`config.mk`:
```
export PLATFORM = sky130hd
export DESIGN_NAME = mem_stage_lsu
export DESIGN_NICKNAME = d
export VERILOG_FILES = /design/src/rtl/mem_stage_pkg.sv /design/src/rtl/lsu_align.sv /design/src/rtl/mem_stage_lsu.sv
export SDC_FILE = /design/constraint.sdc
export NUM_CORES = 1
export LEC_CHECK = 0
export ABC_CLOCK_PERIOD_IN_PS = 3690
export CAP_MARGIN = 20
export CORE_MARGIN = 4
export CORE_UTILIZATION = 40
export CTS_BUF_LIST = sky130_fd_sc_hd__clkbuf_16
export DETAILED_ROUTE_END_ITERATION = 7
export GPL_TIMING_DRIVEN = 0
export PLACE_DENSITY = 0.84
export SLEW_MARGIN = 20
export SYNTH_ARGS = -nofsm -noshare
export SYNTH_HDL_FRONTEND = slang
export SYNTH_SLANG_ARGS = --single-unit
export TNS_END_PERCENT = 30
```
`constraint.sdc`:
```
create_clock -name clk -period 3.69 [get_ports clk]
set_input_delay 0.738 -clock clk [delete_from_list [all_inputs] [get_ports clk]]
set_output_delay 0.738 -clock clk [all_outputs]
set_load 0.02 [all_outputs]
```
`src/rtl/mem_stage_pkg.sv`:
```
// mem_stage_pkg: funct3 access-size codes and LSU state encoding shared by the MEM stage
package mem_stage_pkg;
  localparam logic [2:0] F3_B  = 3'b000;
  localparam logic [2:0] F3_H  = 3'b001;
  localparam logic [2:0] F3_W  = 3'b010;
  localparam logic [2:0] F3_BU = 3'b100;
  localparam logic [2:0] F3_HU = 3'b101;
  typedef enum logic [1:0] {IDLE, ACCESS, DONE} lsu_state_t;
endpackage

```
`src/rtl/lsu_align.sv`:
```
// lsu_align: byte-lane formatting (offset/funct3/store data/read word in; byte enables, replicated store data, extended load data, misalign flag out)
module lsu_align
  import mem_stage_pkg::*;
(
  input  logic [1:0]  off_i,
  input  logic [2:0]  funct3_i,
  input  logic        store_i,
  input  logic [31:0] sdata_i,
  input  logic [31:0] rword_i,
  output logic [3:0]  be_o,
  output logic [31:0] wdata_o,
  output logic [31:0] ldata_o,
  output logic        misalign_o
);
  logic [7:0]  lbyte;
  logic [15:0] lhalf;
  logic        legal;
  assign lbyte = rword_i[{off_i, 3'b000} +: 8];
  assign lhalf = rword_i[{off_i[1], 4'b0000} +: 16];
  always_comb begin
    legal = funct3_i inside {F3_B, F3_H, F3_W, F3_BU, F3_HU};
    misalign_o = !legal || (store_i && funct3_i[2]) ||
                 (funct3_i[1:0] == 2'b01 && off_i[0]) ||
                 (funct3_i[1:0] == 2'b10 && off_i != 2'b00);
    be_o = !store_i ? 4'b1111 :
           funct3_i[1:0] == 2'b00 ? 4'b0001 << off_i :
           funct3_i[1:0] == 2'b01 ? 4'b0011 << off_i : 4'b1111;
    wdata_o = funct3_i[1:0] == 2'b00 ? {4{sdata_i[7:0]}} :
              funct3_i[1:0] == 2'b01 ? {2{sdata_i[15:0]}} : sdata_i;
    ldata_o = funct3_i == F3_B  ? {{24{lbyte[7]}}, lbyte} :
              funct3_i == F3_BU ? {24'b0, lbyte} :
              funct3_i == F3_H  ? {{16{lhalf[15]}}, lhalf} :
              funct3_i == F3_HU ? {16'b0, lhalf} : rword_i;
  end
endmodule

```
`src/rtl/mem_stage_lsu.sv`:
```
// mem_stage_lsu: MEM-stage LSU (ex_* from EX/MEM, dmem_* req/ack bus, mem_* to MEM/WB, stall/misalign_exc/bus_err to hazard unit; rst async active-low)
module mem_stage_lsu
  import mem_stage_pkg::*;
#(
  parameter int TIMEOUT = 16
) (
  input  logic        clk,
  input  logic        rst,
  input  logic        ex_valid,
  input  logic [31:0] ex_alu_result,
  input  logic [31:0] ex_wdata,
  input  logic [4:0]  ex_rdst_id,
  input  logic        ex_we_reg,
  input  logic        ex_re_dmem,
  input  logic        ex_we_dmem,
  input  logic [2:0]  ex_funct3,
  output logic        dmem_req,
  output logic        dmem_we,
  output logic [31:0] dmem_addr,
  output logic [31:0] dmem_wdata,
  output logic [3:0]  dmem_be,
  input  logic        dmem_ack,
  input  logic [31:0] dmem_rdata,
  output logic [31:0] mem_rdata,
  output logic [4:0]  mem_rdst_id,
  output logic        mem_we_reg,
  output logic        mem_we_dmem,
  output logic        stall,
  output logic        misalign_exc,
  output logic        bus_err
);
  localparam int CW = $clog2(TIMEOUT + 1);
  lsu_state_t    state_q, state_d;
  logic [CW-1:0] cnt_q, cnt_d;
  logic [31:0]   addr_q, addr_d, wdata_q, wdata_d, rdata_q, rdata_d;
  logic [3:0]    be_q, be_d;
  logic          we_q, we_d, bubble_q, bubble_d;
  logic [3:0]    al_be;
  logic [31:0]   al_wdata, al_ldata;
  logic          al_mis, mem_op, go, expired;
  lsu_align u_align (
    .off_i      (ex_alu_result[1:0]),
    .funct3_i   (ex_funct3),
    .store_i    (ex_we_dmem),
    .sdata_i    (ex_wdata),
    .rword_i    (dmem_rdata),
    .be_o       (al_be),
    .wdata_o    (al_wdata),
    .ldata_o    (al_ldata),
    .misalign_o (al_mis)
  );
  assign mem_op  = ex_valid && (ex_re_dmem || ex_we_dmem);
  assign go      = mem_op && !al_mis;
  assign expired = !dmem_ack && cnt_q == CW'(TIMEOUT - 1);
  always_comb begin
    state_d  = state_q;
    cnt_d    = cnt_q;
    addr_d   = addr_q;
    we_d     = we_q;
    wdata_d  = wdata_q;
    be_d     = be_q;
    rdata_d  = rdata_q;
    bubble_d = bubble_q;
    case (state_q)
      IDLE: if (go) begin
        state_d = ACCESS;
        addr_d  = {ex_alu_result[31:2], 2'b00};
        we_d    = ex_we_dmem;
        wdata_d = al_wdata;
        be_d    = al_be;
      end
      ACCESS: if (dmem_ack) begin
        state_d  = DONE;
        rdata_d  = al_ldata;
        bubble_d = 1'b0;
      end else if (expired) begin
        state_d  = DONE;
        rdata_d  = '0;
        bubble_d = 1'b1;
      end else begin
        cnt_d = cnt_q + 1'b1;
      end
      DONE: begin
        state_d = IDLE;
        cnt_d   = '0;
      end
      default: state_d = IDLE;
    endcase
  end
  always_ff @(posedge clk or negedge rst) begin
    if (!rst) begin
      state_q  <= IDLE;
      cnt_q    <= '0;
      addr_q   <= '0;
      we_q     <= 1'b0;
      wdata_q  <= '0;
      be_q     <= '0;
      rdata_q  <= '0;
      bubble_q <= 1'b0;
    end else begin
      state_q  <= state_d;
      cnt_q    <= cnt_d;
      addr_q   <= addr_d;
      we_q     <= we_d;
      wdata_q  <= wdata_d;
      be_q     <= be_d;
      rdata_q  <= rdata_d;
      bubble_q <= bubble_d;
    end
  end
  assign dmem_req     = state_q == ACCESS;
  assign dmem_we      = we_q;
  assign dmem_addr    = addr_q;
  assign dmem_wdata   = wdata_q;
  assign dmem_be      = be_q;
  assign stall        = rst && ((state_q == IDLE && go) || state_q == ACCESS);
  assign misalign_exc = rst && state_q == IDLE && mem_op && al_mis;
  assign bus_err      = state_q == ACCESS && expired;
  assign mem_rdata    = state_q == DONE ? rdata_q : ex_alu_result;
  assign mem_rdst_id  = ex_rdst_id;
  assign mem_we_reg   = ex_valid && ex_we_reg &&
                        (state_q == IDLE ? !mem_op : state_q == DONE && ex_re_dmem && !bubble_q);
  assign mem_we_dmem  = ex_valid && state_q == DONE && ex_we_dmem && !bubble_q;
endmodule

```
## After elaboration in Yosys (flattened, before gate mapping)

Index checks and enable logic that the tools add are counted.

- Bits in registers: 107
- Output and inout port bits: 112
- Logic and storage cells: 88

- Add/sub/neg operators: 1
- Eq/ne operators: 13
- Shift operators: 4
- Muxes and demuxes: 22
- Reductions and logical operators: 40

Operators with widths:

| cell | number |
|---|---|
| $mux W32 | 9 |
| $shiftx A32 B6 Y16 | 1 |
| $shiftx A32 B6 Y8 | 1 |
| $logic_and A1 B1 Y1 | 19 |
| $mux W4 | 3 |
| $mux W5 | 2 |
| $pmux W5 S2 | 1 |
| $eq A3 B3 Y1 const B | 2 |
| $mux W2 | 3 |
| $ne A2 B2 Y1 const B | 3 |
| $reduce_and A2 Y1 | 3 |
| $reduce_bool A2 Y1 | 3 |
| $add A5 B1 Y5 const B | 1 |
| $eq A5 B4 Y1 const B | 1 |
| $logic_not A1 Y1 | 5 |
| $logic_or A1 B1 Y1 | 5 |
| $reduce_bool A5 Y1 | 1 |
| $eq A2 B1 Y1 const B | 2 |
| $eq A2 B2 Y1 const B | 2 |
| $logic_not A2 Y1 | 2 |
| $pmux W2 S2 | 1 |
| $shl A1 B2 Y4 const A | 1 |
| $shl A2 B2 Y4 const A | 1 |
| $eq A3 B1 Y1 const B | 1 |
| 5 further kinds | 7 |

## Depth between registers and ports, before layout

- Word-level depth: 11
- Depth in mapped cells: 11
- Mapped depth without buffers: 7

## By module

Synthesis repeated with hierarchy kept, for this count alone.

- Cells, all modules: 534
- Area total of the unflattened synthesis: 6,208.5 µm²

Modules (own cells, without submodules):

| module | instances | cells each | area an instance (µm²) | sequential area each (µm²) |
|---|---|---|---|---|
| mem_stage_lsu | 1 | 320 | 4,699.5 | 2,677.6 |
| lsu_align | 1 | 214 | 1,508.9 | 0.0 |

## Worst setup path before layout

OpenSTA, ideal clock, no wires.

- Path type: input-to-output
- Start: in ex_alu_result[1]
- End: out stall
- Arrival: 2.597 ns
- Required time: 2.952 ns
- Path slack: 0.355 ns
- Cell stages on the path: 11
- Path buffers: 5
- Cell sequence: buf_2 > buf_1 > inv_1 > ha_1 > nand2b_4 > a221oi_2 > and4b_1 > buf_6 > buf_12 > buf_12 > o21a_1

- Cells in the longest elaborated chain, start to end: 8

Ends and longest elaborated chain:

| element | RTL line | source |
|---|---|---|
| start: declaration | mem_stage_lsu.sv:10 | `input logic [31:0] ex_alu_result,` |
| $reduce_bool A2 Y1 | lsu_align.sv:24 | `(funct3_i[1:0] == 2'b10 && off_i != 2'b00);` |
| $logic_and A1 B1 Y1 | lsu_align.sv:24 |  |
| $logic_or A1 B1 Y1 | lsu_align.sv:23 | `(funct3_i[1:0] == 2'b01 && off_i[0]) \|\|` |
| $logic_not A1 Y1 | mem_stage_lsu.sv:53 | `assign go = mem_op && !al_mis;` |
| $logic_and A1 B1 Y1 | mem_stage_lsu.sv:53 |  |
| $logic_and A1 B1 Y1 | mem_stage_lsu.sv:116 | `assign stall = rst && ((state_q == IDLE && go) \|\| state_q == ACCESS);` |
| $logic_or A1 B1 Y1 | mem_stage_lsu.sv:116 |  |
| $logic_and A1 B1 Y1 | mem_stage_lsu.sv:116 |  |
| end: declaration | mem_stage_lsu.sv:28 | `output logic stall,` |

No other way between the ends.

## Worst setup path in the final report

- Start: reg state_q[0]
- End: out mem_rdata[30]

- Cells in the longest elaborated chain, start to end: 2

Ends and longest elaborated chain:

| element | RTL line | source |
|---|---|---|
| start: declaration | mem_stage_lsu.sv:33 | `lsu_state_t state_q, state_d;` |
| start signal: assignment | mem_stage_lsu.sv:101 | `state_q <= state_d;` |
| $eq A2 B2 Y1 | mem_stage_lsu.sv:119 | `assign mem_rdata = state_q == DONE ? rdata_q : ex_alu_result;` |
| $mux W32 | mem_stage_lsu.sv:119 |  |
| end: declaration | mem_stage_lsu.sv:24 | `output logic [31:0] mem_rdata,` |

No other way between the ends.

==> run summary <==
placement row count = 44
register cell area after layout = 2680 um2
RePlAce Congestion = 0.909
Post-synth top cells = dfrtp_1 (107), mux2_2 (87), nand2_1 (75), o21ai_0 (43), clkbuf_1 (20)
Via density = 5.34
starting density of the core = 40.8%
area leader, netlist = dfrtp_1
Setup violations, final = 0
asr flop ratio synth = 100%
Syn Std Cell Area = 5900 um2
Setup crit start kind = register
Synth Register Bits = 107
crit-path cells = inv_1 -> ha_1 -> clkbuf_2 -> clkbuf_1 -> mux2_2 -> clkdlybuf4s50_1
fill cell count = 1207
largest net degree at the start of global routing = 60
RSZ-0062 raised after global routing = false
WL final = 18.5 mm
area grow syn2layout = 46.0%
share of layout cells above drive strength 1 = 21.3%
global-route wire length before repair = 28.1 mm
power per cell area = 677 nW/um2
Synth cell types = 46
leakage power = 0.00370 uW
initial antenna violation count = 4
initial DRC count = 294
vias in the first global route = 4999
met3 WL = 1.48 mm
Slew @ Worst Pin = 0.764 ns
CP arrival = 2.78 ns
Final Hold Fails = 0
Final Util = 59.5%
nets = 880
total power = 5840 uW
die area = 16800 um2
Vias = 5076
Avg Inst Size Synth = 11.1 um2
CTS tree = yes
CP max FO = 10
worst endpoint required time = 2.95 ns
crit path kind = register to output pin
Num CTS Buffers = 9
worst hold path class = primary input to async pin
die height = 129 um
grt ovf = 0
DRC Markers = 0
EDFF count, synth = 0
post-synthesis sequential area ratio = 45.3%
Tot GR Track Use = 21.9%
Crit path largest cell delay = 0.53 ns
Tcrit/Tclk final = 95.3%
leading register cell type out of synthesis = dfrtp_1
synth warn = 0
total I/O pin count = 223
MaxCap Viol Count = 0
Gate Count Post-Synth = 532
Worst Clk Skew = 0.00712 ns
worst vdd ir = 305 uV
CP max stage cell = clkdlybuf4s50_1
Reg clk slew, reported paths = 0.07 ns
status = finished, final reports clean
fin. max-slew vios = 0
count leader, synth = dfrtp_1
Core ar. = 14500 um2
met2 wire length = 8.94 mm
Die X = 129 um
Clock Path Buffers = 2
Top Layer Used = met5
area occupied by multi-input gates = 2910 um2
dpl hpwl = 14.0 mm
wl on met1 = 7.58 mm
clk root buf = clkbuf_16
WL/cell = 19.5 um
achievable frequency = 0.284 GHz
Antenna Nets Post-Route = 0
TritonRoute pass-1 iters = 6
PortBufs = 212
crit end category = output pin
Skew-Pair Late Insertion Delay = 0.36 ns
clock sinks = 107
Tmin final = 3.52 ns
Synth area leaders = dfrtp_1 (45%), mux2_2 (17%), mux2_4 (4.8%)
relative slew slack = 49.1%
H-tree levels = 3
top-area cell type share of the netlist area = 45.3%
==> power breakdown <==
group	switching (uW)	total, uW	internal [uW]
Sequential	328	2060	1730
Combinational	1360	2870	1520
Clock	449	905	456
Total	2130	5840	3700
==> cell usage in the layout (no fill, tap or decap), types with 9 or more instances in the layout <==
master / count
inv_1: 16
nand3_1: 17
buf_4: 16
clkbuf_16: 9
mux2_4: 19
mux2i_1: 10
clkdlybuf4s50_1: 208
mux2_2: 87
o21ai_0: 43
dfrtp_1: 107
o22ai_1: 12
clkbuf_1: 19
nand2_1: 75
a21oi_1: 9
nor2_1: 18
==> worst paths after layout <==
kind | start | end | slack, ns | cells past startpoint
max | state_q[0]$_DFFE_PN0P_ | mem_rdata[30] | 0.17 | 6
min reg2reg | rdata_q[3]$_DFFE_PN0P_ | rdata_q[3]$_DFFE_PN0P_ | 0.49 | 2
max reg2reg | state_q[1]$_DFFE_PN0P_ | rdata_q[29]$_DFFE_PN0P_ | 1.22 | 9
min in group clk | rdata_q[3]$_DFFE_PN0P_ | rdata_q[3]$_DFFE_PN0P_ | 0.49 | 2
min | rst | dmem_wdata[25]$_DFFE_PN0P_ | 0.33 | 1
max in group asynchronous | rst | rdata_q[25]$_DFFE_PN0P_ | 2.69 | 2
==> layout make-up <==
class                   count  share of cell area (%)
multi-input cells         365                    33.8
flip-flops and latches    107                    31.1
repair buffers            217                    25.3
plain buffers              44                    3.31
well taps                 184                    2.67
clock buffers               9                    2.61
inverters                  16                   0.697
clock inverters             7                   0.523
diodes                      1                  0.0290
==> cell families after synthesis <==
logic type	Yosys count	synth area share [%]
adders and majority gates	9	1.91
muxes	124	26.2
other	1	0.0635
buffers and inverters	61	5.79
AOI/OAI and AO/OA	99	10.9
DFF	107	45.3
and+or+nand+nor	131	9.83
==> metrics by stage <==
step / area [um2] / instances / hold slack, ns / setup TNS [ns] / worst slack [ns]
6_report: 8620 / 950 / 0.333 / 0 / 0.172
5_1_grt: 8620 / 949 / 0.368 / 0 / 0.0330
4_1_cts: 8600 / 949 / 0.348 / 0 / 0.00104
3_5_place_dp: 8290 / 930 / 0.471 / -1.40 / -1.00
3_3_place_gp: 8260 / 929 / 0.460 / -261.52 / -3.00
2_1_floorplan: 5910 / 533 / 0.441 / 0 / 0.355
==> timing repair <==
| action | 4_1_cts | 5_1_grt |
|---|---|---|
| resized for setup | 11 | 2 |
| setup buffers | 4 | 0 |
| setup endpoints to repair | 4 | 1 |
| cloned | 0 | 0 |
| hold buffers | 0 | 0 |
| pin swaps | 2 | 1 |
==> critical path: cells and delay by family (launching register included) <==
kind                       cells  cell delay [ns]
muxes                          1             0.39
DFF                            1             0.41
adders and majority gates      1             0.23
buffers and inverters          4             1.38
==> layer usage <==
metal  vias to the layer above  global-route usage, %
met4                         8                   8.31
met2                       212                   35.4
met3                        37                   6.18
met5                         -                      0
li1                       2364                      -
met1                      2455                   28.2
==> registers in the layout (all words and copies together), names as in the netlist <==
signal / count
dmem_wdata: 32
rdata_q: 32
dmem_addr: 30
cnt_q: 5
dmem_be: 4
state_q: 2
bubble_q: 1
dmem_we: 1
Power figures use the tool's default switching activity.
